**src/rtl/threshold_alarm_fsm.sv**
```systemverilog
// threshold_alarm_fsm
// Converts per-sample magnitude-comparator results (e/l/g of sample vs
// threshold) into a debounced alarm level with hysteresis: PERSIST
// consecutive "above" samples raise the alarm, and RELEASE consecutive
// "not above" samples drop it. Samples where en or in_valid is low are
// ignored without breaking a run. The block also counts alarm assertions
// with saturation and keeps a sticky flag for illegal e/l/g codes.
//
// Handshake: a sample is consumed in every cycle where en & in_valid is
// high. There is no back-pressure. Outputs are registered, so alarm and
// the pulses reflect a qualifying sample in the cycle after it is taken.
module threshold_alarm_fsm #(
    parameter int PERSIST = 3,
    parameter int RELEASE = 2,
    parameter int CNT_W   = 4
) (
    input  logic       clk,
    input  logic       rst,
    input  logic       en,
    input  logic       clr,
    input  logic       in_valid,
    input  logic       in_e,
    input  logic       in_l,
    input  logic       in_g,
    output logic       alarm,
    output logic       rise_pulse,
    output logic       fall_pulse,
    output logic       err,
    output logic [7:0] event_cnt,
    output logic [1:0] state_dbg
);

    typedef enum logic [1:0] {
        ST_CLEAR = 2'd0,
        ST_ARM   = 2'd1,
        ST_ALARM = 2'd2,
        ST_REL   = 2'd3
    } state_t;

    localparam logic [CNT_W-1:0] PERSIST_C = CNT_W'(PERSIST);
    localparam logic [CNT_W-1:0] RELEASE_C = CNT_W'(RELEASE);
    localparam logic [CNT_W-1:0] CNT_ONE   = CNT_W'(1);

    state_t           state;
    state_t           state_nxt;
    logic [CNT_W-1:0] cnt;
    logic [CNT_W-1:0] cnt_nxt;
    logic [CNT_W-1:0] cnt_inc;
    logic             rise_nxt;
    logic             fall_nxt;

    logic sample;
    logic legal;
    logic take;
    logic bad;
    logic above;

    // Sample qualification: a sample is legal only when exactly one of
    // e/l/g is set; illegal samples only touch the sticky error flag.
    always_comb begin
        sample  = en & in_valid;
        legal   = ({in_e, in_l, in_g} == 3'b100) ||
                  ({in_e, in_l, in_g} == 3'b010) ||
                  ({in_e, in_l, in_g} == 3'b001);
        take    = sample & legal;
        bad     = sample & ~legal;
        above   = in_g;
        cnt_inc = cnt + CNT_ONE;
    end

    // State register plus registered pulses, error flag and event counter.
    always_ff @(posedge clk) begin
        if (rst || clr) begin
            state      <= ST_CLEAR;
            cnt        <= '0;
            rise_pulse <= 1'b0;
            fall_pulse <= 1'b0;
            err        <= 1'b0;
            event_cnt  <= 8'h00;
        end else begin
            state      <= state_nxt;
            cnt        <= cnt_nxt;
            rise_pulse <= rise_nxt;
            fall_pulse <= fall_nxt;
            if (bad) begin
                err <= 1'b1;
            end
            if (rise_nxt && (event_cnt != 8'hFF)) begin
                event_cnt <= event_cnt + 8'h01;
            end
        end
    end

    // Next-state logic: only legal taken samples move the FSM or the run
    // counter; everything else holds.
    always_comb begin
        state_nxt = state;
        cnt_nxt   = cnt;
        rise_nxt  = 1'b0;
        fall_nxt  = 1'b0;
        if (take) begin
            unique case (state)
                ST_CLEAR: begin
                    if (above) begin
                        cnt_nxt = CNT_ONE;
                        if (PERSIST == 1) begin
                            state_nxt = ST_ALARM;
                            rise_nxt  = 1'b1;
                        end else begin
                            state_nxt = ST_ARM;
                        end
                    end
                end
                ST_ARM: begin
                    if (above) begin
                        if (cnt_inc == PERSIST_C) begin
                            state_nxt = ST_ALARM;
                            cnt_nxt   = '0;
                            rise_nxt  = 1'b1;
                        end else begin
                            cnt_nxt = cnt_inc;
                        end
                    end else begin
                        state_nxt = ST_CLEAR;
                        cnt_nxt   = '0;
                    end
                end
                ST_ALARM: begin
                    if (!above) begin
                        cnt_nxt = CNT_ONE;
                        if (RELEASE == 1) begin
                            state_nxt = ST_CLEAR;
                            fall_nxt  = 1'b1;
                        end else begin
                            state_nxt = ST_REL;
                        end
                    end
                end
                ST_REL: begin
                    if (!above) begin
                        if (cnt_inc == RELEASE_C) begin
                            state_nxt = ST_CLEAR;
                            cnt_nxt   = '0;
                            fall_nxt  = 1'b1;
                        end else begin
                            cnt_nxt = cnt_inc;
                        end
                    end else begin
                        state_nxt = ST_ALARM;
                        cnt_nxt   = '0;
                    end
                end
                default: begin
                    state_nxt = ST_CLEAR;
                    cnt_nxt   = '0;
                end
            endcase
        end
    end

    // Output decode: the alarm stays up through the release window.
    always_comb begin
        alarm     = (state == ST_ALARM) || (state == ST_REL);
        state_dbg = state;
    end

endmodule

```
**config.mk**
```make
export PLATFORM = sky130hd
export DESIGN_NAME = threshold_alarm_fsm
export DESIGN_NICKNAME = d
export VERILOG_FILES = /design/src/rtl/threshold_alarm_fsm.sv
export SDC_FILE = /design/constraint.sdc
export NUM_CORES = 1
export LEC_CHECK = 0
export CORE_MARGIN = 2
export CORE_UTILIZATION = 41
export CTS_CLUSTER_DIAMETER = 200
export DETAILED_ROUTE_END_ITERATION = 8
export PLACE_DENSITY_LB_ADDON = 0.3
export SYNTH_ARGS = -nofsm -noshare
export SYNTH_HDL_FRONTEND = slang
export SYNTH_SLANG_ARGS = --single-unit
```
**constraint.sdc**
```tcl
create_clock -name clk -period 2.3 [get_ports clk]
set_input_delay 0.345 -clock clk [delete_from_list [all_inputs] [get_ports clk]]
set_output_delay 0.345 -clock clk [all_outputs]
set_load 0.02 [all_outputs]
```
==> flow_summary.json, run 1 <==
{
  "critPathRequiredTime_ns": 2.52,
  "initial_core_util": 0.431,
  "grt_max_degree": 15,
  "power_frac_seq": 0.577,
  "grt_pass1_vias": 984,
  "cts_tree": "done",
  "rows": 18,
  "rsz0062_at_grt": "no",
  "drv_cap": 0,
  "clk_latency_ns": 0.29,
  "cts_hold_buffers": 0,
  "drtAntennaViolNets": 0,
  "die_h_um": 54.8,
  "gr-total-overflow": 0,
  "dp_hpwl_um": 1960,
  "worst_slew_pin_slew_ns": 0.630,
  "synth_seq_cells": 17,
  "critPathCaptureType": "flop",
  "synth.area.top_cells": "dfxtp_1, nand2_1, ha_1",
  "antenna_found_initial": 0,
  "relSlewSlack": 0.578,
  "cts.sinks": 17,
  "synth_nets": 140,
  "clk_pin_slew_ns": 0.10,
  "ys_top_cells_by_count": "dfxtp_1, nand2_1, nand3_1, o21ai_0",
  "synth_edf_count": 0,
  "wl_per_cell_um": 14.4,
  "wirelength_um": 2640,
  "final-hold-violation-count": 0,
  "synth_area_sq_mm": 0.00106,
  "drt_first_iter_violations": 32,
  "p_per_area_mw_per_mm2": 376,
  "cts_buffers": 3,
  "fin_worst_skew_ns": 0.00214,
  "run_status": "finished clean",
  "synth_top_area_cell": "dfxtp_1",
  "max_freq_mhz": 466,
  "drcViolationCount": 0,
  "vias": 1074,
  "clk_path_buf_depth": 2,
  "post-route-util": 0.557,
  "vdd_ir_drop_max_mv": 0.273,
  "viasPerCell": 5.87,
  "cts_root_buf": "clkbuf_4",
  "htree_levels": 1,
  "synthFlopType": "dfxtp_1",
  "synth_cell_type_count": 42,
  "grt_first_pass_wirelength_um": 4140,
  "dr.pass1.iters": 4,
  "cp.arrival_ns": 2.37,
  "fin_crit_ns": 2.15,
  "synth-async-reset-ratio": 0,
  "fin_area_sq_mm": 0.00137,
  "sw_frac_of_total": 0.244,
  "hold_class": "flop to flop",
  "slew_viol_final": 0,
  "p_comb_frac": 0.107,
  "path_class": "input port to flop",
  "die_w_um": 54.8,
  "fillCellCount": 242,
  "cts_setup_buffers": 0,
  "die_area_sq_mm": 0.00300,
  "diodes": 0,
  "ys_warn_count": 0,
  "layout-drive-gt1-share": 0.111,
  "synth_top_area_frac": 0.322,
  "io_pins": 22,
  "cp_max_fo": 6,
  "syn_avg_cell_area_sq_um": 8.27,
  "switchingPower_uw": 125,
  "area_growth_syn_to_layout_pct": 29.1,
  "syn_inst": 128,
  "p_leak_uw": 0.000449,
  "crit_path_start_kind": "input port",
  "finalSetupViolCount": 0,
  "clockPowerShare": 0.316,
  "gr-usage-all-layers": 0.192,
  "intPower_uw": 389,
  "port_buffers": 21,
  "gp_congestion": 0.818,
  "ys_seq_area_frac": 0.322,
  "coreArea_sq_mm": 0.00245,
  "nets": 166,
  "period_share": 0.933,
  "post_dp_cell_area_sq_mm": 0.00132,
  "synth_most_common_cell": "dfxtp_1"
}
[state kept, by name, summed over array words and instances (netlist names), named ones only]
register / count
cnt: 4
err: 1
rise_pulse: 1
state_dbg: 1
fall_pulse: 1
event_cnt: 8
[cells by family after synthesis]
kind of cell	Yosys count	synth area share
simple gates	63	0.338
buf+inv	8	0.0355
mux	5	0.0473
compound gates	29	0.194
flops	17	0.322
fa+ha+maj	4	0.0473
xor+xnor	2	0.0166
[power by group through the flow]
stage	clock network (uW)	registers, uW	logic (uW)
after detailed placement	0	303	54.6
after CTS	163	296	54.7
after global routing	172	297	60.1
after floorplan	0	304	25.1
after global placement	0	303	53.5
final	163	296	55.1
[path summary, 6_finish.rpt]
path / startpoint / endpoint / slack, ns / depth (start not counted)
min: err / err / 0.49 / 2
min reg2reg: err / err / 0.49 / 2
max reg2reg: cnt[0] / event_cnt[6] / 0.18 / 5
max: in_l / event_cnt[5] / 0.15 / 6
[what timing repair did]
action | in CTS | in global routing
gates resized for setup | 1 | 2
pin swaps | 0 | 0
setup endpoints to repair | 1 | 3
[cell type report]
cell class                      instances  area, sq um  share of cell area
Inverter                                2         7.51             0.00549
Tap cell                               30         37.5              0.0275
Sequential cell                        17          340               0.249
Timing Repair Buffer                   27          255               0.187
Multi-Input combinational cell        103          699               0.512
Clock buffer                            4         26.3              0.0192
[cells in the final DEF (no fill, tap or decap), drive strengths merged]
| cell type | Yosys | routed |
|---|---|---|
| clkdlybuf4s50 | 0 | 21 |
| dfxtp | 17 | 17 |
| nand2 | 15 | 15 |
| o21ai | 6 | 6 |
| nand3 | 6 | 6 |
| buf | 2 | 6 |
| and3 | 5 | 5 |
| nor3 | 5 | 5 |
| or3 | 5 | 5 |
| mux2i | 5 | 5 |
| a21oi | 4 | 4 |
| ha | 4 | 4 |
| a31oi | 4 | 4 |
| nor4 | 4 | 4 |
| clkbuf | 4 | 4 |
| o211ai | 3 | 3 |
| nor2 | 3 | 3 |
| o32a | 3 | 3 |
| nand4 | 3 | 3 |
| or2 | 3 | 3 |
| or4 | 3 | 3 |
| inv | 2 | 2 |
| xor2 | 2 | 2 |
| nor2b | 2 | 2 |
| o31ai | 2 | 2 |
| nor4b | 2 | 2 |
| a21bo | 1 | 1 |
| nand3b | 1 | 1 |
| o2111a | 1 | 1 |
| and2 | 1 | 1 |
| o2111ai | 1 | 1 |
| and2b | 1 | 1 |
| a211oi | 1 | 1 |
| a22oi | 1 | 1 |
| or4b | 1 | 1 |
| nand2b | 1 | 1 |
| o32ai | 1 | 1 |
| a31o | 1 | 1 |
| nand4b | 1 | 1 |
| nor3b | 1 | 1 |
[per-stage QoR]
stage	TNS, ns	cells	power (uW)	hold slack [ns]	setup slack [ns]
floorplan	0	128	329	0.499	0.251
global placement	-0.493	179	357	0.463	-0.110
detailed placement	-0.814	179	358	0.463	-0.217
CTS	0	183	514	0.487	0.104
global route	0	183	528	0.553	0.00808
finish	0	183	514	0.490	0.154
[critical path: stages]
cell	delay (ns)
clkdlybuf4s50_1	0.45
or4b_1	0.54
or2_0	0.30
buf_4	0.19
nor4_1	0.32
mux2i_1	0.22
[metal layers]
layer,up-vias,part of all wire,global-route usage,routed length [um]
met5,-,0,0,0
li1,552,-,-,-
met2,24,0.50,0.341,1330
met3,2,0.044,0.0328,116
met4,0,0.0057,0.0583,15
met1,496,0.45,0.232,1180
Power figures use the tool's default switching activity.
==> run 2: changes to the inputs <==
- CORE_MARGIN: 2 -> 4
- SLEW_MARGIN: default -> 20
==> flow_summary.json, run 2 (same netlist as run 1, synthesis figures left out) <==
{
  "dp_hpwl_um": 1990,
  "clk_pin_slew_ns": 0.10,
  "finalSetupViolCount": 0,
  "wl_per_cell_um": 14.0,
  "viasPerCell": 5.91,
  "top_register": "event_cnt",
  "clk_latency_ns": 0.29,
  "dr.pass1.iters": 4,
  "initial_core_util": 0.427,
  "cts_hold_buffers": 0,
  "gr-usage-all-layers": 0.160,
  "fin_area_sq_mm": 0.00135,
  "drt_first_iter_violations": 47,
  "largest_reg_flops": 8,
  "vias": 1081,
  "wirelength_um": 2570,
  "die_area_sq_mm": 0.00346,
  "final-hold-violation-count": 0,
  "worst_slew_pin_slew_ns": 0.457,
  "reg_top3": "event_cnt x8, cnt x4",
  "cts_setup_buffers": 0,
  "cts_buffers": 3,
  "port_buffers": 21,
  "crit_path_cell_trace": "ha_1 > nor4b_1 > a31oi_1 > buf_4 > or4_4 > mux2i_1",
  "fin_crit_ns": 2.12,
  "crit_path_start_kind": "flop",
  "drtAntennaViolNets": 0,
  "die_h_um": 58.8,
  "path_class": "flop to flop",
  "p_leak_uw": 0.000448,
  "critical_path.top_delay_family": "simple AND/OR/NAND/NOR gates",
  "cts_resized": 0,
  "hold_class": "flop to flop",
  "gp_congestion": 0.773,
  "coreArea_sq_mm": 0.00248,
  "fin_worst_skew_ns": 0.00182,
  "worst-path-buf-inv": 1,
  "vdd_ir_drop_max_mv": 0.254,
  "cts_tree": "done",
  "critPathRequiredTime_ns": 2.50,
  "total_power_uw": 515,
  "drcViolationCount": 0,
  "gr-total-overflow": 0,
  "clk_path_buf_depth": 2,
  "io_pins": 22,
  "relSlewSlack": 0.694,
  "cp_max_fo": 13,
  "post_dp_cell_area_sq_mm": 0.00132,
  "grt_first_pass_wirelength_um": 4290,
  "die_w_um": 58.8,
  "htree_levels": 1,
  "layout-drive-gt1-share": 0.0980,
  "fillCellCount": 246,
  "run_status": "finished clean",
  "cp.arrival_ns": 2.32,
  "max_freq_mhz": 472,
  "drv_cap": 0,
  "rsz0062_at_grt": "no",
  "nets": 166,
  "period_share": 0.921,
  "cts.sinks": 17,
  "rows": 18,
  "layout_common_cells": "clkdlybuf4s50_1, dfxtp_1, nand2_1",
  "grt_max_degree": 14,
  "p_per_area_mw_per_mm2": 382,
  "diodes": 0,
  "grt_pass1_vias": 996,
  "final_common_cell": "clkdlybuf4s50_1",
  "post-route-util": 0.544,
  "cts_root_buf": "clkbuf_4",
  "critPathCaptureType": "flop",
  "antenna_found_initial": 0,
  "crit_slowest_cell": "or4_4",
  "critical_path.max_stage_delay_ns": 0.54,
  "area_growth_syn_to_layout_pct": 27.4,
  "slew_viol_final": 0
}
## run 2: path summary, 6_finish.rpt
path | start | slack (ns) | cells past startpoint | end
max | cnt[0] | 0.18 | 6 | event_cnt[6]
min | err | 0.49 | 2 | err
max reg2reg | cnt[0] | 0.18 | 6 | event_cnt[6]
min reg2reg | err | 0.49 | 2 | err
## run 2: area by class of cell
class / count / area, sq um / share of cell area
Inverter: 2 / 7.51 / 0.00557
Timing Repair Buffer: 27 / 255 / 0.189
Multi-Input combinational cell: 103 / 681 / 0.505
Clock buffer: 3 / 22.5 / 0.0167
Tap cell: 30 / 37.5 / 0.0278
Clock inverter: 1 / 5.00 / 0.00371
Sequential cell: 17 / 340 / 0.252
## run 2: routing by layer
layer | GRT usage | up-vias | wire (um)
li1 | - | 547 | -
met2 | 0.262 | 30 | 1250
met3 | 0.0417 | 4 | 123
met1 | 0.199 | 500 | 1160
met4 | 0.0615 | 0 | 38
met5 | 0 | - | 0
## run 2: report_power, final
group | internal (uW) | switching, uW
logic | 25.2 | 27.9
clock network | 64.8 | 101
registers | 295 | 1.25
total | 385 | 130
## run 2: through the flow
step	std cells	TNS, ns	hold WS, ns	worst slack (ns)
after CTS	183	0	0.497	0.203
after detailed placement	179	-0.419	0.469	-0.125
after floorplan	128	0	0.499	0.251
after global routing	183	0	0.521	0.0729
final	183	0	0.491	0.182
after global placement	179	-0.313	0.461	-0.0897
## run 2: worst register-to-register path: cells and delay by family, from the launching register on
family / cells / cell delay (ns)
adder cells (fa/ha/maj): 1 / 0.29
AO/OA/AOI/OAI: 1 / 0.09
flip-flops: 1 / 0.39
AND/OR/NAND/NOR: 2 / 0.93
buffers and inverters: 1 / 0.20
multiplexers: 1 / 0.13
==> run 3: changes to the inputs <==
- CTS_BUF_LIST: default -> sky130_fd_sc_hd__clkbuf_8
==> flow_summary.json, run 3 (same netlist as run 1, synthesis figures left out) <==
{
  "run_status": "finished clean",
  "drv_cap": 0,
  "finalSetupViolCount": 0,
  "io_pins": 22,
  "layout_common_cells": "clkdlybuf4s50_1, dfxtp_1, nand2_1",
  "fin_area_sq_mm": 0.00137,
  "cts_hold_buffers": 0,
  "grt_first_pass_wirelength_um": 4310,
  "reg_top3": "event_cnt x8, cnt x4",
  "cp.arrival_ns": 2.34,
  "worst_slew_pin_slew_ns": 0.432,
  "cts.sinks": 17,
  "met1_usage": 0.197,
  "antenna_found_initial": 0,
  "wl_per_cell_um": 14.3,
  "clk_path_buf_depth": 2,
  "clk_pin_slew_ns": 0.07,
  "diodes": 0,
  "max_freq_mhz": 465,
  "gr-total-overflow": 0,
  "coreArea_sq_mm": 0.00248,
  "cts_root_buf": "clkbuf_8",
  "rows": 18,
  "rsz0062_at_grt": "no",
  "grt_max_degree": 14,
  "drcViolationCount": 0,
  "vias": 1075,
  "layoutNonFillerInstCount": 183,
  "crit_slowest_cell": "or4b_1",
  "drt_first_iter_violations": 50,
  "die_w_um": 58.8,
  "dp_cells": 179,
  "area_growth_syn_to_layout_pct": 29.2,
  "vdd_ir_drop_max_mv": 0.318,
  "top_register": "event_cnt",
  "gp_congestion": 0.773,
  "critPathRequiredTime_ns": 2.49,
  "fin_worst_skew_ns": 0.00225,
  "die_h_um": 58.8,
  "holdWs_ns": 0.483,
  "hold_class": "flop to flop",
  "critical_path.max_stage_delay_ns": 0.53,
  "slew_viol_final": 0,
  "post_dp_cell_area_sq_mm": 0.00132,
  "busiest_layer": "met2",
  "r2r_setup_slack_ns": 0.15,
  "wirelength_um": 2620,
  "layout-drive-gt1-share": 0.0980,
  "crit_path_cell_trace": "clkdlybuf4s50_1 > or4b_1 > or2_0 > buf_4 > nor4_1 > mux2i_1",
  "dp_hpwl_um": 1990,
  "grt_pass1_vias": 1006,
  "period_share": 0.935,
  "cts_tree": "done",
  "relSlewSlack": 0.708,
  "critPathCaptureType": "flop",
  "cts_buffers": 3,
  "initial_core_util": 0.427,
  "viasPerCell": 5.87,
  "cts_resized": 0,
  "cts_setup_buffers": 0,
  "p_per_area_mw_per_mm2": 421,
  "path_class": "input port to flop",
  "htree_levels": 1,
  "gr-usage-all-layers": 0.160,
  "nets": 166,
  "drtAntennaViolNets": 0,
  "cp_max_fo": 6,
  "clk_latency_ns": 0.25,
  "grt_use_met3": 0.0417,
  "port_buffers": 21,
  "crit_path_start_kind": "input port",
  "final-hold-violation-count": 0,
  "p_leak_uw": 0.000456,
  "die_area_sq_mm": 0.00346,
  "final_common_cell": "clkdlybuf4s50_1",
  "largest_reg_flops": 8,
  "grt.met2_usage": 0.268,
  "fin_crit_ns": 2.15,
  "dr.pass1.iters": 7
}
[run 3: power breakdown]
| group | internal (uW) | leakage [uW] | switching (uW) |
|---|---|---|---|
| sequential | 295 | 0.000137 | 1.30 |
| combinational | 25.2 | 0.000294 | 28.0 |
| clock | 120 | 0.0000255 | 106 |
[run 3: cell type report]
type	instances	area (sq um)
clock buffer	3	41.3
clock inverter	1	5.00
fill	243	1110
inverter	2	7.51
multi-input combinational	103	681
sequential	17	340
tap	30	37.5
timing repair buffer	27	255
[run 3: per-layer routing]
layer | wire, um | share of wire | up-vias
met1 | 1180 | 0.45 | 499
li1 | - | - | 546
met3 | 110 | 0.042 | 4
met2 | 1290 | 0.49 | 26
met4 | 37 | 0.014 | 0
met5 | 0 | 0 | -
[run 3: final timing paths]
path          start      endpoint  depth (start not counted)
max            in_l  event_cnt[5]                          6
min             err           err                          2
max reg2reg  cnt[0]  event_cnt[6]                          6
min reg2reg     err           err                          2
[run 3: stage by stage]
step                 util  setup WS, ns  TNS, ns  total power, uW
global placement    0.533       -0.0897   -0.313              355
CTS                 0.552         0.149        0              589
floorplan               -         0.251        0              329
detailed placement  0.533        -0.125   -0.419              355
finish              0.552         0.149        0              575
global route        0.552        0.0310        0              602
[run 3: critical path: cells and delay by family]
kind	cells	cell delay (ns)
buffers and inverters	2	0.62
multiplexers	1	0.22
AND/OR/NAND/NOR	3	1.15
